**config.mk**
```make
export PLATFORM = sky130hd
export DESIGN_NAME = i2c_cmd_sequencer_flat
export DESIGN_NICKNAME = d
export VERILOG_FILES = /design/src/rtl/i2c_cmd_sequencer_if.sv /design/src/rtl/i2c_cmd_sequencer.sv /design/src/flat_wrapper.sv
export SDC_FILE = /design/constraint.sdc
export NUM_CORES = 1
export LEC_CHECK = 0
export ABC_AREA = 1
export CAP_MARGIN = 20
export CORE_UTILIZATION = 25
export DETAILED_ROUTE_END_ITERATION = 12
export PLACE_DENSITY = 0.42
export SYNTH_ARGS = -nofsm -noshare
export SYNTH_HDL_FRONTEND = slang
export SYNTH_SLANG_ARGS = --single-unit
```
**constraint.sdc**
```tcl
create_clock -name clk_12m -period 5 [get_ports clk_12m]
set_input_delay 0.75 -clock clk_12m [delete_from_list [all_inputs] [get_ports clk_12m]]
set_output_delay 0.75 -clock clk_12m [all_outputs]
set_load 0.1 [all_outputs]
```
**src/rtl/i2c_cmd_sequencer_if.sv**
```systemverilog
// Table and I2C-core handshake bundle between the command sequencer, its ROM and
// i2c_master_logic.
interface i2c_cmd_sequencer_if #(
    parameter int IDX_W = 3
);
    logic [IDX_W-1:0] cmd_idx;
    logic [31:0]      cmd_word;
    logic [7:0]       i2c_config;
    logic [6:0]       i2c_dev_addr;
    logic [7:0]       i2c_reg_addr;
    logic [7:0]       i2c_reg_data;
    logic             i2c_start;
    logic             i2c_done;
    logic             i2c_nack;
    logic [7:0]       i2c_rd_data;

    modport master (
        output cmd_idx, i2c_config, i2c_dev_addr, i2c_reg_addr, i2c_reg_data, i2c_start,
        input  cmd_word, i2c_done, i2c_nack, i2c_rd_data
    );

    modport slave (
        input  cmd_idx, i2c_config, i2c_dev_addr, i2c_reg_addr, i2c_reg_data, i2c_start,
        output cmd_word, i2c_done, i2c_nack, i2c_rd_data
    );
endinterface

```
**src/rtl/i2c_cmd_sequencer.sv**
```systemverilog
// Walks a command table and drives each entry through the I2C master core with
// retry/timeout, post-write settle, read-back capture/compare and error reporting.
module i2c_cmd_sequencer #(
    parameter int NUM_CMDS    = 8,
    parameter int IDX_W       = 3,
    parameter int MAX_RETRY   = 3,
    parameter int TIMEOUT_CYC = 24000,
    parameter int WR_DLY_CYC  = 60000
) (
    input  logic             clk_12m,
    input  logic             rst_n,
    input  logic             seq_start,
    input  logic             seq_abort,
    i2c_cmd_sequencer_if.master bus,
    output logic [7:0]       rd_data,
    output logic             rd_valid,
    output logic [IDX_W-1:0] rd_idx,
    output logic             busy,
    output logic             seq_done,
    output logic             seq_err,
    output logic [IDX_W-1:0] err_idx,
    output logic [3:0]       state_debug
);
    localparam int CNT_MAX = (TIMEOUT_CYC > WR_DLY_CYC) ? TIMEOUT_CYC : WR_DLY_CYC;
    localparam int CNT_W   = $clog2(CNT_MAX + 1);
    localparam int RTY_W   = (MAX_RETRY > 0) ? $clog2(MAX_RETRY + 1) : 1;

    typedef enum logic [3:0] {
        S_IDLE   = 4'd0,
        S_FETCH  = 4'd1,
        S_LOAD   = 4'd2,
        S_ISSUE  = 4'd3,
        S_WAIT   = 4'd4,
        S_CHECK  = 4'd5,
        S_SETTLE = 4'd6,
        S_DONE   = 4'd7,
        S_ERR    = 4'd8
    } state_t;

    state_t           state;
    logic [CNT_W-1:0] cnt;
    logic [RTY_W-1:0] retry_cnt;
    logic [3:0]       mode_q;
    logic             verify_q;
    logic             done_q;
    logic             nack_q;
    logic [7:0]       rdb_q;

    logic [3:0] w_mode;
    logic       is_rd, is_wr, att_fail, last_cmd, can_retry, tmo_hit, dly_hit;
    logic       unused_rsvd;

    assign w_mode      = bus.cmd_word[31:28];
    assign unused_rsvd = ^bus.cmd_word[26:23];
    assign is_rd       = (mode_q == 4'h4) || (mode_q == 4'h6);
    assign is_wr       = (mode_q == 4'h1) || (mode_q == 4'h2) || (mode_q == 4'h3);
    // A timed-out attempt (no done captured) counts as a failure like a NACK.
    assign att_fail    = !done_q || nack_q || (is_rd && verify_q && (rdb_q != bus.i2c_reg_data));
    assign last_cmd    = (bus.cmd_idx == IDX_W'(NUM_CMDS - 1));
    assign can_retry   = (retry_cnt < RTY_W'(MAX_RETRY));
    assign tmo_hit     = (cnt == CNT_W'(TIMEOUT_CYC - 1));
    assign dly_hit     = (cnt == CNT_W'(WR_DLY_CYC - 1));
    assign state_debug = state;

    always_ff @(posedge clk_12m or negedge rst_n) begin
        if (!rst_n) begin
            state            <= S_IDLE;
            cnt              <= '0;
            retry_cnt        <= '0;
            mode_q           <= '0;
            verify_q         <= 1'b0;
            done_q           <= 1'b0;
            nack_q           <= 1'b0;
            rdb_q            <= '0;
            bus.cmd_idx      <= '0;
            bus.i2c_config   <= '0;
            bus.i2c_dev_addr <= '0;
            bus.i2c_reg_addr <= '0;
            bus.i2c_reg_data <= '0;
            bus.i2c_start    <= 1'b0;
            rd_data          <= '0;
            rd_valid         <= 1'b0;
            rd_idx           <= '0;
            busy             <= 1'b0;
            seq_done         <= 1'b0;
            seq_err          <= 1'b0;
            err_idx          <= '0;
        end else begin
            bus.i2c_start <= 1'b0;
            rd_valid      <= 1'b0;
            seq_done      <= 1'b0;
            if (seq_abort) begin
                state          <= S_IDLE;
                bus.i2c_config <= '0;
                busy           <= 1'b0;
            end else begin
                case (state)
                    S_IDLE: if (seq_start) begin
                        state       <= S_FETCH;
                        bus.cmd_idx <= '0;
                        retry_cnt   <= '0;
                        seq_err     <= 1'b0;
                        busy        <= 1'b1;
                    end
                    S_FETCH: state <= S_LOAD;
                    S_LOAD: begin
                        if (w_mode == 4'h0) begin
                            state          <= S_DONE;
                            seq_done       <= 1'b1;
                            busy           <= 1'b0;
                            bus.i2c_config <= '0;
                        end else begin
                            mode_q           <= w_mode;
                            verify_q         <= bus.cmd_word[27];
                            bus.i2c_config   <= {4'h0, w_mode};
                            bus.i2c_dev_addr <= bus.cmd_word[22:16];
                            bus.i2c_reg_addr <= bus.cmd_word[15:8];
                            bus.i2c_reg_data <= bus.cmd_word[7:0];
                            bus.i2c_start    <= 1'b1;
                            state            <= S_ISSUE;
                        end
                    end
                    S_ISSUE: begin
                        cnt    <= '0;
                        done_q <= 1'b0;
                        state  <= S_WAIT;
                    end
                    S_WAIT: begin
                        // done is tested first so it wins over a coincident timeout
                        if (bus.i2c_done) begin
                            done_q <= 1'b1;
                            nack_q <= bus.i2c_nack;
                            rdb_q  <= bus.i2c_rd_data;
                            state  <= S_CHECK;
                        end else if (tmo_hit) begin
                            done_q <= 1'b0;
                            state  <= S_CHECK;
                        end else begin
                            cnt <= cnt + CNT_W'(1);
                        end
                    end
                    S_CHECK: begin
                        if (done_q && is_rd) begin
                            rd_data  <= rdb_q;
                            rd_idx   <= bus.cmd_idx;
                            rd_valid <= 1'b1;
                        end
                        if (att_fail) begin
                            if (can_retry) begin
                                retry_cnt     <= retry_cnt + RTY_W'(1);
                                bus.i2c_start <= 1'b1;
                                state         <= S_ISSUE;
                            end else begin
                                state          <= S_ERR;
                                seq_err        <= 1'b1;
                                err_idx        <= bus.cmd_idx;
                                busy           <= 1'b0;
                                bus.i2c_config <= '0;
                            end
                        end else if (is_wr) begin
                            state          <= S_SETTLE;
                            cnt            <= '0;
                            bus.i2c_config <= '0;
                        end else if (last_cmd) begin
                            state          <= S_DONE;
                            seq_done       <= 1'b1;
                            busy           <= 1'b0;
                            bus.i2c_config <= '0;
                        end else begin
                            bus.cmd_idx <= bus.cmd_idx + IDX_W'(1);
                            retry_cnt   <= '0;
                            state       <= S_FETCH;
                        end
                    end
                    S_SETTLE: begin
                        if (!dly_hit) begin
                            cnt <= cnt + CNT_W'(1);
                        end else if (last_cmd) begin
                            state          <= S_DONE;
                            seq_done       <= 1'b1;
                            busy           <= 1'b0;
                            bus.i2c_config <= '0;
                        end else begin
                            bus.cmd_idx <= bus.cmd_idx + IDX_W'(1);
                            retry_cnt   <= '0;
                            state       <= S_FETCH;
                        end
                    end
                    S_DONE:  state <= S_IDLE;
                    S_ERR:   state <= S_IDLE;
                    default: state <= S_IDLE;
                endcase
            end
        end
    end
endmodule

```
**src/flat_wrapper.sv**
```systemverilog
// flat-port wrapper written by rule: the top's interface ports become plain ports
module i2c_cmd_sequencer_flat 
#(
    parameter int NUM_CMDS    = 8,
    parameter int IDX_W       = 3,
    parameter int MAX_RETRY   = 3,
    parameter int TIMEOUT_CYC = 24000,
    parameter int WR_DLY_CYC  = 60000
)
  (clk_12m, rst_n, seq_start, seq_abort, rd_data, rd_valid, rd_idx, busy, seq_done, seq_err, err_idx, state_debug, bus_cmd_idx, bus_i2c_config, bus_i2c_dev_addr, bus_i2c_reg_addr, bus_i2c_reg_data, bus_i2c_start, bus_cmd_word, bus_i2c_done, bus_i2c_nack, bus_i2c_rd_data);
  i2c_cmd_sequencer_if #(.IDX_W(IDX_W)) bus_i ();
  input  logic clk_12m;
  input  logic rst_n;
  input  logic seq_start;
  input  logic seq_abort;
  output logic [7:0] rd_data;
  output logic rd_valid;
  output logic [IDX_W-1:0] rd_idx;
  output logic busy;
  output logic seq_done;
  output logic seq_err;
  output logic [IDX_W-1:0] err_idx;
  output logic [3:0] state_debug;
  output wire logic [$bits(bus_i.cmd_idx)-1:0] bus_cmd_idx;
  output wire logic [$bits(bus_i.i2c_config)-1:0] bus_i2c_config;
  output wire logic [$bits(bus_i.i2c_dev_addr)-1:0] bus_i2c_dev_addr;
  output wire logic [$bits(bus_i.i2c_reg_addr)-1:0] bus_i2c_reg_addr;
  output wire logic [$bits(bus_i.i2c_reg_data)-1:0] bus_i2c_reg_data;
  output wire logic [$bits(bus_i.i2c_start)-1:0] bus_i2c_start;
  input wire logic [$bits(bus_i.cmd_word)-1:0] bus_cmd_word;
  input wire logic [$bits(bus_i.i2c_done)-1:0] bus_i2c_done;
  input wire logic [$bits(bus_i.i2c_nack)-1:0] bus_i2c_nack;
  input wire logic [$bits(bus_i.i2c_rd_data)-1:0] bus_i2c_rd_data;
  assign bus_cmd_idx = bus_i.cmd_idx;
  assign bus_i2c_config = bus_i.i2c_config;
  assign bus_i2c_dev_addr = bus_i.i2c_dev_addr;
  assign bus_i2c_reg_addr = bus_i.i2c_reg_addr;
  assign bus_i2c_reg_data = bus_i.i2c_reg_data;
  assign bus_i2c_start = bus_i.i2c_start;
  assign bus_i.cmd_word = bus_cmd_word;
  assign bus_i.i2c_done = bus_i2c_done;
  assign bus_i.i2c_nack = bus_i2c_nack;
  assign bus_i.i2c_rd_data = bus_i2c_rd_data;
  i2c_cmd_sequencer #(.NUM_CMDS(NUM_CMDS), .IDX_W(IDX_W), .MAX_RETRY(MAX_RETRY), .TIMEOUT_CYC(TIMEOUT_CYC), .WR_DLY_CYC(WR_DLY_CYC)) u_core (.clk_12m(clk_12m), .rst_n(rst_n), .seq_start(seq_start), .seq_abort(seq_abort), .bus(bus_i), .rd_data(rd_data), .rd_valid(rd_valid), .rd_idx(rd_idx), .busy(busy), .seq_done(seq_done), .seq_err(seq_err), .err_idx(err_idx), .state_debug(state_debug));
endmodule
```
# == Word level (Yosys, flattened, before mapping) ==
# Index checks and enable logic that the tools add are counted.
# Widths: inputs -> output; s select.
# word_totals
regBits,90
latchBits,0
ram_bits,0
rom_bits,0
input_bits,46
output_inout_bits,57
word_cells,160
mem_count,0
# op_classes
n_addsub,3
multipliers,0
div,0
magnitude_cmp,1
n_eq_ne,34
shifts,0
muxes,69
n_bitwise,3
n_reduce_logical,29
# ops
op,n
$mux 16,5
$pmux 16 s4,1
$mux 8,6
$mux 4,9
$pmux 4 s7,1
$mux 1,26
$pmux 8 s3,1
$mux 3,7
$eq 4x3->1 const B,5
$reduce_and 3->1,6
$reduce_and 6->1,3
$add 16x1->16 const B,1
$eq 16x15->1 const B,1
$eq 16x16->1 const B,1
$eq 4x2->1 const B,4
$ne 2x2->1 const B,7
$mux 2,6
$ne 3x2->1 const B,3
$ne 3x3->1 const B,3
$pmux 3 s3,1
$eq 4x1->1 const B,2
$logic_not 4->1,2
$ne 4x4->1 const B,2
$ne 8x8->1,1
other kinds (21),35

# == Logic depth before layout (Yosys ltp) ==
# Gate-level depths: netlist (run 1).
# depth
ltp_word,8
mapped_depth,15
ltp_nobuf,14

# == Worst setup path after synthesis (run 1) ==
# OpenSTA, ideal clock, no wires.
# synth_path
path_kind,register to register
from,"register u_core.state[2], in the netlist u_core.state_debug[2]"
to,register u_core.cnt[3]
setup_time_ns,0.123
arrival_ns,2.282
required_ns,4.877
path_slack_ns,2.595
path_stages_with_launch,13
n_path_buf,1
period_less_slack_ns,2.405
cell_sequence,dfrtp_1 > nand2_2 > nor2_8 > nand2_4 > nand2_4 > nor2_1 > nor3_2 > nand2_1 > nor2_2 > nand3_4 > buf_6 > nand2_2 > o21ai_2
# synth_via
elab_chain_cells,3
elab_cells_between_ends,12
cone_classes,eq/ne (9); mux (1); reduce/logical (2)
# synth_lines
element,line_no,rtl
"start, declared",i2c_cmd_sequencer.sv:40,state_t state;
"start signal, assigned",i2c_cmd_sequencer.sv:67,state <= S_IDLE;
"start signal, assigned",i2c_cmd_sequencer.sv:93,state <= S_IDLE;
"start signal, assigned",i2c_cmd_sequencer.sv:99,state <= S_FETCH;
$eq 4x3->1 or $eq 4x2->1 (tied branches),i2c_cmd_sequencer.sv:97,case (state)
"$ne 2x2->1 (no line), or another cell as far along",-,
$reduce_and 7->1 (no line),-,
"end signal, assigned",i2c_cmd_sequencer.sv:139,cnt <= cnt + CNT_W'(1);
"end signal, assigned",i2c_cmd_sequencer.sv:177,cnt <= cnt + CNT_W'(1);
"end, declared",i2c_cmd_sequencer.sv:41,logic [CNT_W-1:0] cnt;
# Parallel ways exist; a longest one is shown, timed or not.
# A chain may end at the register's enable or synchronous reset.

# == Final worst setup path (run 1) ==
# layout_path
from,"register u_core.state[0], in the netlist u_core.state_debug[0]"
to,output state_debug[0]
# layout_lines
element,line_no,rtl
"end, declared",flat_wrapper.sv:23,output logic [3:0] state_debug;
# No word-level cell between the ends.

==> qor.csv, run 1 <==
metric;value;unit
run status;finished clean;
IO buf count;98;
GPL Wtd Cong;0.838;
I/O pin total;103;
final setup vio count;0;
CP startpoint;u_core.state_debug[0];
Placement Rows;50;
CTS tree;yes;
R2R Path Start;u_core.state_debug[0];
Worst Hold Class;primary input to asynchronous set/reset pin;
setup_tns;0;ns
clk slew on worst S/H paths;0.07;ns
Final Instance Count excl. Fillers;948;
cell area after synthesis;4860;µm²
Slowest-stage cell, CP;clkdlybuf4s50_1;
cts hold-fix bufs;0;
Setup Crit Path Kind;flop to output pin;
pin count of the biggest net entering global routing;47;
Max-Cap Viols;0;
YS warnings;0;
synthesized-area fraction occupied by adder cells;1.03;%
Max Fclk;0.341;GHz
CP max stage delay;1.22;ns
DRT Pass-1 Iters;4;
slew margin rel.;31.2;%
critical path depth;1;
period utilization;58.7;%
crit-path cells;clkdlybuf4s50_1;
register area share after synthesis;46.4;%
Hold Fails Final Rpt;0;
portion of netlist area occupied by mux cells;6.26;%
number of synthesized register bits;90;
dpl cell area;6070;µm²
Clk Latency, worst-skew pair;0.35;ns
worst-margin pin slew;1.03;ns
die height;141;µm
global-route wire length before repair;21400;µm
number of global-route vias before repair;4203;
fraction of registers with async set or reset after synthesis;100;%
post-cts sizing count;0;
WP buf/inv;1;
Post-Route WL;12900;µm
design area;6370;µm²
Iter 0 DRT Violations;229;
Final ANT Viol Nets;0;
Cell Pwr Density;460;nW/µm²
top_reg_cell synth;dfrtp_1;
Max FO, Critical Path;9;
# diodes;0;
CTS Buf Count;9;
Synth Instances;591;
Critical Path Start Type;flop;
Clock Sink Count;90;
EDFF count, synth;0;
Congestion Overflow GR;0;
die width;141;µm
# DRC;0;
vias after detailed routing;4148;
post-synth cell types;37;
delay-heaviest family, CP;buffers and inverters;
Initial Util;25.7;%
gr usage total;13.7;%
Leak;2.87;nW
antenna violations before repair;0;
hpwl dp;9360;µm
routed vias/inst;4.38;
Wirelength per Cell;13.6;µm
WP data required;4.25;ns
Slew Limit Fails;0;
syn nets;641;
Arr. time, crit path;2.18;ns
syn avg cell area;8.22;µm²
H-tree Lvls;3;
worst reg-to-reg path cell count;10;
die area;20000;µm²
maximum VDD drop;0.372;mV
DP Cell Count;932;
core area;18900;µm²
Area Growth Syn to Fin;31.2;%
maximum root-to-sink buffer count;2;
complex-gate fraction of the synthesized area;8.01;%
setup bufs post-CTS;0;
final net count;733;
Tmin final;2.93;ns
Simple-Gate Fraction of Synth Area;30.4;%
CTS Root Cell;clkbuf_16;
largest family of logic cells by synthesized area;simple AND/OR/NAND/NOR gates;
Setup Skew;0.00597;ns
RSZ-0062 raised after global routing;no;
Crit. End Element;output pin;
share of layout cells above drive strength 1;11.8;%
post-synthesis xor/xnor area fraction;1.08;%
[sequential cells by signal, summed over array words and instances, names as in the netlist]
name,flops
u_core.bus.cmd_idx,3
u_core.bus.i2c_config,8
u_core.bus.i2c_dev_addr,7
u_core.bus.i2c_reg_addr,8
u_core.bus.i2c_reg_data,8
u_core.bus.i2c_start,1
u_core.busy,1
u_core.cnt,16
u_core.done_q,1
u_core.err_idx,3
u_core.mode_q,4
u_core.nack_q,1
u_core.rd_data,8
u_core.rd_idx,3
u_core.rd_valid,1
u_core.rdb_q,8
u_core.retry_cnt,2
u_core.seq_done,1
u_core.seq_err,1
u_core.state_debug,4
u_core.verify_q,1
[final timing paths]
path,end,slack [ns]
worst min register to register,u_core.done_q,0.48
worst max register to register,u_core.cnt[4],2.50
worst min-delay path,u_core.bus.i2c_dev_addr[0],0.39
worst max-delay path,state_debug[0],2.07
max in group asynchronous,u_core.cnt[14],3.53
min in group clk_12m,u_core.done_q,0.48
[where the power goes]
part	switching [W]	total [W]	internal [W]
sequential	0.0000865	0.000946	0.000860
clock	0.000296	0.000710	0.000414
combinational	0.000971	0.00128	0.000305
total	0.00135	0.00293	0.00158
[stage by stage]
stage / hold WS [ns] / utilization [%] / worst slack [ns] / total power, W
CTS: 0.416 / 33.7 / 2.04 / 0.00298
global route: 0.439 / 33.7 / 1.91 / 0.00308
floorplan: 0.442 / - / 2.59 / 0.00191
global placement: 0.467 / 32.1 / 1.78 / 0.00223
detailed placement: 0.472 / 32.1 / 1.77 / 0.00224
finish: 0.392 / 33.7 / 2.07 / 0.00293
[logic make-up (layout without fill, tap and decap cells)]
group                    after synthesis  in the layout
XOR/XNOR                               6              6
multiplexers                          27             27
AO/OA/AOI/OAI                         64             64
AND/OR/NAND/NOR                      323            323
flip-flops                            90             90
buffers and inverters                 77            174
adder cells (fa/ha/maj)                4              4
[metal layers]
metal	track usage, %	wire length (µm)	up-vias
met5	0	0	-
met3	3.88	859	17
met2	20.9	5630	103
li1	-	-	2103
met1	18.0	6190	1925
met4	6.11	259	0
[final cells by class]
class	instances	area, µm²
sequential	90	2250
timing repair buffer	100	993
inverter	58	218
multi-input combinational	424	2280
fill	2001	12500
clock inverter	4	50.0
clock buffer	12	256
tap	260	325
[cell usage in the layout (no fill, tap or decap), drive strengths merged]
cell,n
clkbuf,12
clkdlybuf4s50,97
ha,4
clkinv,1
and2,1
dfrtp,90
nor3,10
nand4,16
a31oi,2
o21ai,40
clkinvlp,2
inv,58
nand3,49
nand3b,3
xor2,2
o21bai,1
nor4,3
nor2,74
or2,3
mux2,27
a21oi,21
nand2,164
bufinv,1
buf,3
xnor2,4
[synth_stat cells, types with 6 or more instances]
cell type	instances	share of area, %
clkbuf_1	7	0.54
nand3_1	47	4.8
o21ai_2	16	2.9
a21oi_1	20	2.1
mux2_1	14	3.2
mux2_2	13	3.0
o21ai_0	18	1.9
nand2_2	16	2.1
nand4_1	15	1.9
inv_1	54	4.2
nor2_1	71	5.5
buf_2	6	0.62
o21ai_1	6	0.62
nor3_1	8	0.82
nand2_1	146	11
dfrtp_1	90	46
Power figures use the tool's default switching activity.
==> inputs of run 2 (changes only) <==
- clock period: 5 -> 3 ns (I/O delays scaled with it)
==> run 2 against run 1 <==
Routed wire length grew 0.22%. Worst hold slack lost 0.32 ns. Sequential cell count is the same. Utilization shrank 0.40 points. Total power grew 65%. Die area is the same. Sequential power grew 67%. First-iteration DRC count grew 14%. Cell count grew 0.63%. Via count grew 1.3%. Register-to-register slack lost 1.9 ns. Largest cell class unchanged.
==> qor.csv, run 2 (synthesis gave the netlist of run 1 again) <==
metric;value;unit
Setup Crit Path Kind;flop to flop;
Worst Hold Class;primary input to asynchronous set/reset pin;
vias after detailed routing;4201;
# diodes;0;
IO buf count;98;
Critical Path Start Type;flop;
# DRC;0;
Max FO, Critical Path;32;
antenna violations before repair;0;
most frequent cells in the layout;nand2_1 (146), dfrtp_1 (90), nor2_1 (71);
WP data required;3.28;ns
Area Growth Syn to Fin;29.7;%
reg-to-reg setup timing slack;0.65;ns
number of global-route vias before repair;4158;
Post-Route WL;13000;µm
fin util;33.3;%
hpwl dp;9380;µm
CTS tree;yes;
Congestion Overflow GR;0;
R2R Path Start;u_core.bus.i2c_reg_data[3];
gr usage total;13.7;%
Clk Latency, worst-skew pair;0.35;ns
Hold Slack;0.0716;ns
Final ANT Viol Nets;0;
Clock Sink Count;90;
Hold Fails Final Rpt;0;
maximum VDD drop;0.753;mV
maximum root-to-sink buffer count;2;
period utilization;78.4;%
CTS Root Cell;clkbuf_16;
pin count of the biggest net entering global routing;54;
number of flip-flops in the largest register;16;
slew margin rel.;64.4;%
Leak;3.01;nW
run status;finished clean;
core area;18900;µm²
final setup vio count;0;
worst reg-to-reg path cell count;11;
capturing point of the worst reg2reg path;u_core.cnt[4];
Tmin final;2.35;ns
DRT Pass-1 Iters;5;
clk slew on worst S/H paths;0.07;ns
Biggest register;u_core.cnt;
die width;141;µm
setup_tns;0;ns
RSZ-0062 raised after global routing;no;
Max-Cap Viols;0;
Max Fclk;0.425;GHz
die area;20000;µm²
Placement Rows;50;
Slew Limit Fails;0;
global-route wire length before repair;21400;µm
Cell Pwr Density;770;nW/µm²
I/O pin total;103;
CTS Buf Count;9;
Wirelength per Cell;13.6;µm
final net count;739;
Initial Util;25.7;%
routed vias/inst;4.40;
share of layout cells above drive strength 1;20.9;%
Arr. time, crit path;2.63;ns
Iter 0 DRT Violations;261;
Setup Skew;0.00662;ns
post-cts sizing count;0;
H-tree Lvls;3;
Crit. End Element;flop;
commonest non-fill, non-tap cell in the layout;nand2_1;
die height;141;µm
setup bufs post-CTS;0;
worst-margin pin slew;0.534;ns
GPL Wtd Cong;0.820;
cts hold-fix bufs;0;
==> run 2: changes by cell type in the layout (fill, tap and decap cells not counted), sizes merged <==
| cell | previous run | this run |
|---|---|---|
| buf | 3 | 66 |
| clkdlybuf4s50 | 97 | 40 |
| clkinv | 1 | 3 |
| clkbuf | 12 | 10 |
| clkinvlp | 2 | 1 |
| inv | 58 | 59 |
==> run 2: report_power, final <==
part	total [W]	internal (W)	leakage [nW]	switching [W]
registers	0.00158	0.00143	1.17	0.000150
logic	0.00208	0.000465	1.69	0.00162
clock network	0.00119	0.000671	0.149	0.000517
==> run 2: area by class of cell <==
type	count	area (µm²)
timing repair buffer	106	921
clock buffer	10	239
sequential	90	2250
multi-input combinational	424	2280
tap	260	325
fill	2017	12600
clock inverter	6	65.1
inverter	58	218
==> run 2: layer usage <==
layer  share of wire [%]  global-route usage (%)  vias to the layer above
met5                   0                       0                        -
met4                 1.6                    5.26                        0
met3                 5.8                    3.34                       14
met2                  46                    21.4                      101
met1                  47                    18.3                     1965
li1                    -                       -                     2121
==> run 2: worst max path at each step <==
stage,slack [ns],from,end,depth (start not counted)
2_1_floorplan,0.59,u_core.state_debug[2],u_core.cnt[3],12
5_1_grt,0.40,u_core.state_debug[3],u_core.cnt[5],13
6_report,0.65,u_core.bus.i2c_reg_data[3],u_core.cnt[4],11
3_3_place_gp,0.51,seq_abort,u_core.bus.i2c_reg_addr[6],5
4_1_cts,0.62,u_core.bus.i2c_reg_data[3],u_core.cnt[4],11
3_5_place_dp,0.49,seq_abort,u_core.bus.i2c_dev_addr[4],5
==> run 2: per-stage QoR <==
step	instances	area (µm²)	power, W	setup slack (ns)
floorplan	591	4860	0.00318	0.595
global placement	938	6000	0.00368	0.506
detailed placement	938	6000	0.00370	0.492
CTS	954	6300	0.00493	0.618
global route	954	6300	0.00509	0.405
finish	954	6300	0.00485	0.649
==> run 2: critical path, stage by stage, from the launching register on <==
cell	delay [ns]
dfrtp_1	0.41
xnor2_1	0.15
nand2_1	0.09
nor2_1	0.04
nand2_1	0.08
nand2_1	0.16
nand2_1	0.31
nand2_1	0.27
nand3_4	0.15
buf_4	0.42
nand2_1	0.12
o21ai_2	0.08
==> inputs of run 3 (changes only) <==
- PLACE_DENSITY: 0.42 -> 0.44
- clock period: 3 -> 2 ns (I/O delays scaled with it)
==> run 3 against run 2 <==
Clock power grew 53%. Via count grew 3.6%. Sequential share of layout area shrank 1.5 points. Worst hold slack gained 0.41 ns. Largest cell class unchanged. Highest routed layer unchanged. Cell area grew 5.9%.
==> qor.csv, run 3 (synthesis gave the netlist of run 1 again) <==
metric;value;unit
run status;finished clean;
antenna violations before repair;0;
number of global-route vias before repair;4255;
IO buf count;98;
worst-margin pin slew;0.460;ns
pin count of the biggest net entering global routing;56;
core area;18900;µm²
gr usage total;13.9;%
Top Metal Used;met4;
I/O pin total;103;
Worst Hold Class;primary input to asynchronous set/reset pin;
routed vias/inst;4.43;
Final ANT Viol Nets;0;
Hold Fails Final Rpt;0;
CTS tree;yes;
H-tree Lvls;3;
Placement Rows;50;
Slew Limit Fails;0;
Iter 0 DRT Violations;206;
number of flip-flops in the largest register;16;
slew margin rel.;69.4;%
Max Fclk;0.526;GHz
Clock Sink Count;90;
Tmin final;1.90;ns
die height;141;µm
Arr. time, crit path;2.13;ns
Initial Util;25.7;%
RSZ-0062 raised after global routing;no;
Cell Pwr Density;1110;nW/µm²
metal2 WL;5950;µm
vias after detailed routing;4351;
Biggest register;u_core.cnt;
Leak;3.15;nW
Critical Path Start Type;flop;
CTS Buf Count;9;
share of layout cells above drive strength 1;27.2;%
Setup Skew;0.0120;ns
Setup Crit Path Kind;flop to flop;
Max FO, Critical Path;18;
Area Growth Syn to Fin;37.4;%
Max-Cap Viols;0;
hpwl dp;9730;µm
DRT Pass-1 Iters;4;
dpl cell area;6260;µm²
die area;20000;µm²
die width;141;µm
Metal-1 WL;6330;µm
setup_tns;0;ns
Clk Latency, worst-skew pair;0.35;ns
design area;6670;µm²
GPL Wtd Cong;0.851;
# diodes;0;
final net count;768;
clk slew on worst S/H paths;0.06;ns
maximum root-to-sink buffer count;2;
most frequent cells in the layout;nand2_1 (143), buf_4 (87), dfrtp_1 (75);
period utilization;95.1;%
CTS Root Cell;clkbuf_16;
final setup vio count;0;
# DRC;0;
Crit. End Element;flop;
Post-Route WL;13000;µm
routed length on met3;565;µm
commonest non-fill, non-tap cell in the layout;nand2_1;
global-route wire length before repair;21600;µm
maximum VDD drop;1.05;mV
Wirelength per Cell;13.3;µm
Congestion Overflow GR;0;
WP data required;2.23;ns
[run 3: changes by cell type in the layout (fill, tap and decap cells not counted), moves of 3 or more]
| cell | previous run | this run |
|---|---|---|
| nand2_2 | 16 | 19 |
| dfrtp_1 | 90 | 75 |
| nand2_1 | 146 | 143 |
| dfrtp_4 | 0 | 5 |
| buf_4 | 64 | 87 |
| buf_12 | 2 | 7 |
| dfrtp_2 | 0 | 10 |
[run 3: timing repair]
item / 4_1_cts / 5_1_grt
hold buffers: 1 / 0
resized for setup: 0 / 13
buffers inserted: 0 / 5
hold endpoints to repair: 55 / 0
setup endpoints to repair: 0 / 36
[run 3: layer usage]
layer	GRT usage (%)	vias up
li1	-	2180
met1	18.9	2072
met2	21.5	85
met3	3.37	14
met4	4.41	0
met5	0	-
[run 3: power breakdown]
part	leakage [nW]	total [W]	switching, W	internal (W)
sequential	1.15	0.00239	0.000221	0.00217
combinational	1.85	0.00320	0.00243	0.000768
clock	0.152	0.00182	0.000745	0.00108
total	3.15	0.00741	0.00340	0.00401
[run 3: layout make-up]
class	count	area (µm²)
clock buffer	13	270
clock inverter	3	46.3
fill	1986	12200
inverter	58	218
multi-input combinational	424	2330
sequential	90	2280
tap	260	325
timing repair buffer	135	1200
[run 3: final timing paths]
path                       slack (ns)                          to  depth (start not counted)                   from
hold reg to reg                  0.49               u_core.done_q                          2          u_core.done_q
hold / removal                   0.48  u_core.bus.i2c_reg_addr[6]                          3                  rst_n
max in group asynchronous        1.08  u_core.bus.i2c_reg_data[4]                          3                  rst_n
min in group clk_12m             0.49               u_core.done_q                          2          u_core.done_q
setup / recovery                  0.1           u_core.rd_data[2]                          9  u_core.state_debug[3]
setup reg to reg                  0.1           u_core.rd_data[2]                          9  u_core.state_debug[3]
[run 3: critical path, cell delays in order, from the launching register on]
cell	delay [ns]
dfrtp_4	0.51
inv_2	0.07
nand2_2	0.09
inv_2	0.10
nand3_4	0.10
inv_2	0.14
nand2_2	0.10
nor3_4	0.16
buf_12	0.18
mux2_2	0.34
[run 3: per-stage QoR]
| step | setup slack (ns) | util [%] | hold WS [ns] | std cells | power, W |
|---|---|---|---|---|---|
| 4_1_cts | 0.0104 | 34.9 | 0.497 | 978 | 0.00750 |
| 3_5_place_dp | 0.0298 | 33.1 | 0.327 | 961 | 0.00564 |
| 6_report | 0.0977 | 35.3 | 0.483 | 983 | 0.00741 |
| 5_1_grt | 0.00766 | 35.3 | 0.513 | 983 | 0.00779 |
| 2_1_floorplan | 0.0125 | - | 0.00441 | 591 | 0.00480 |
| 3_3_place_gp | 0.0487 | 33.1 | 0.330 | 961 | 0.00561 |
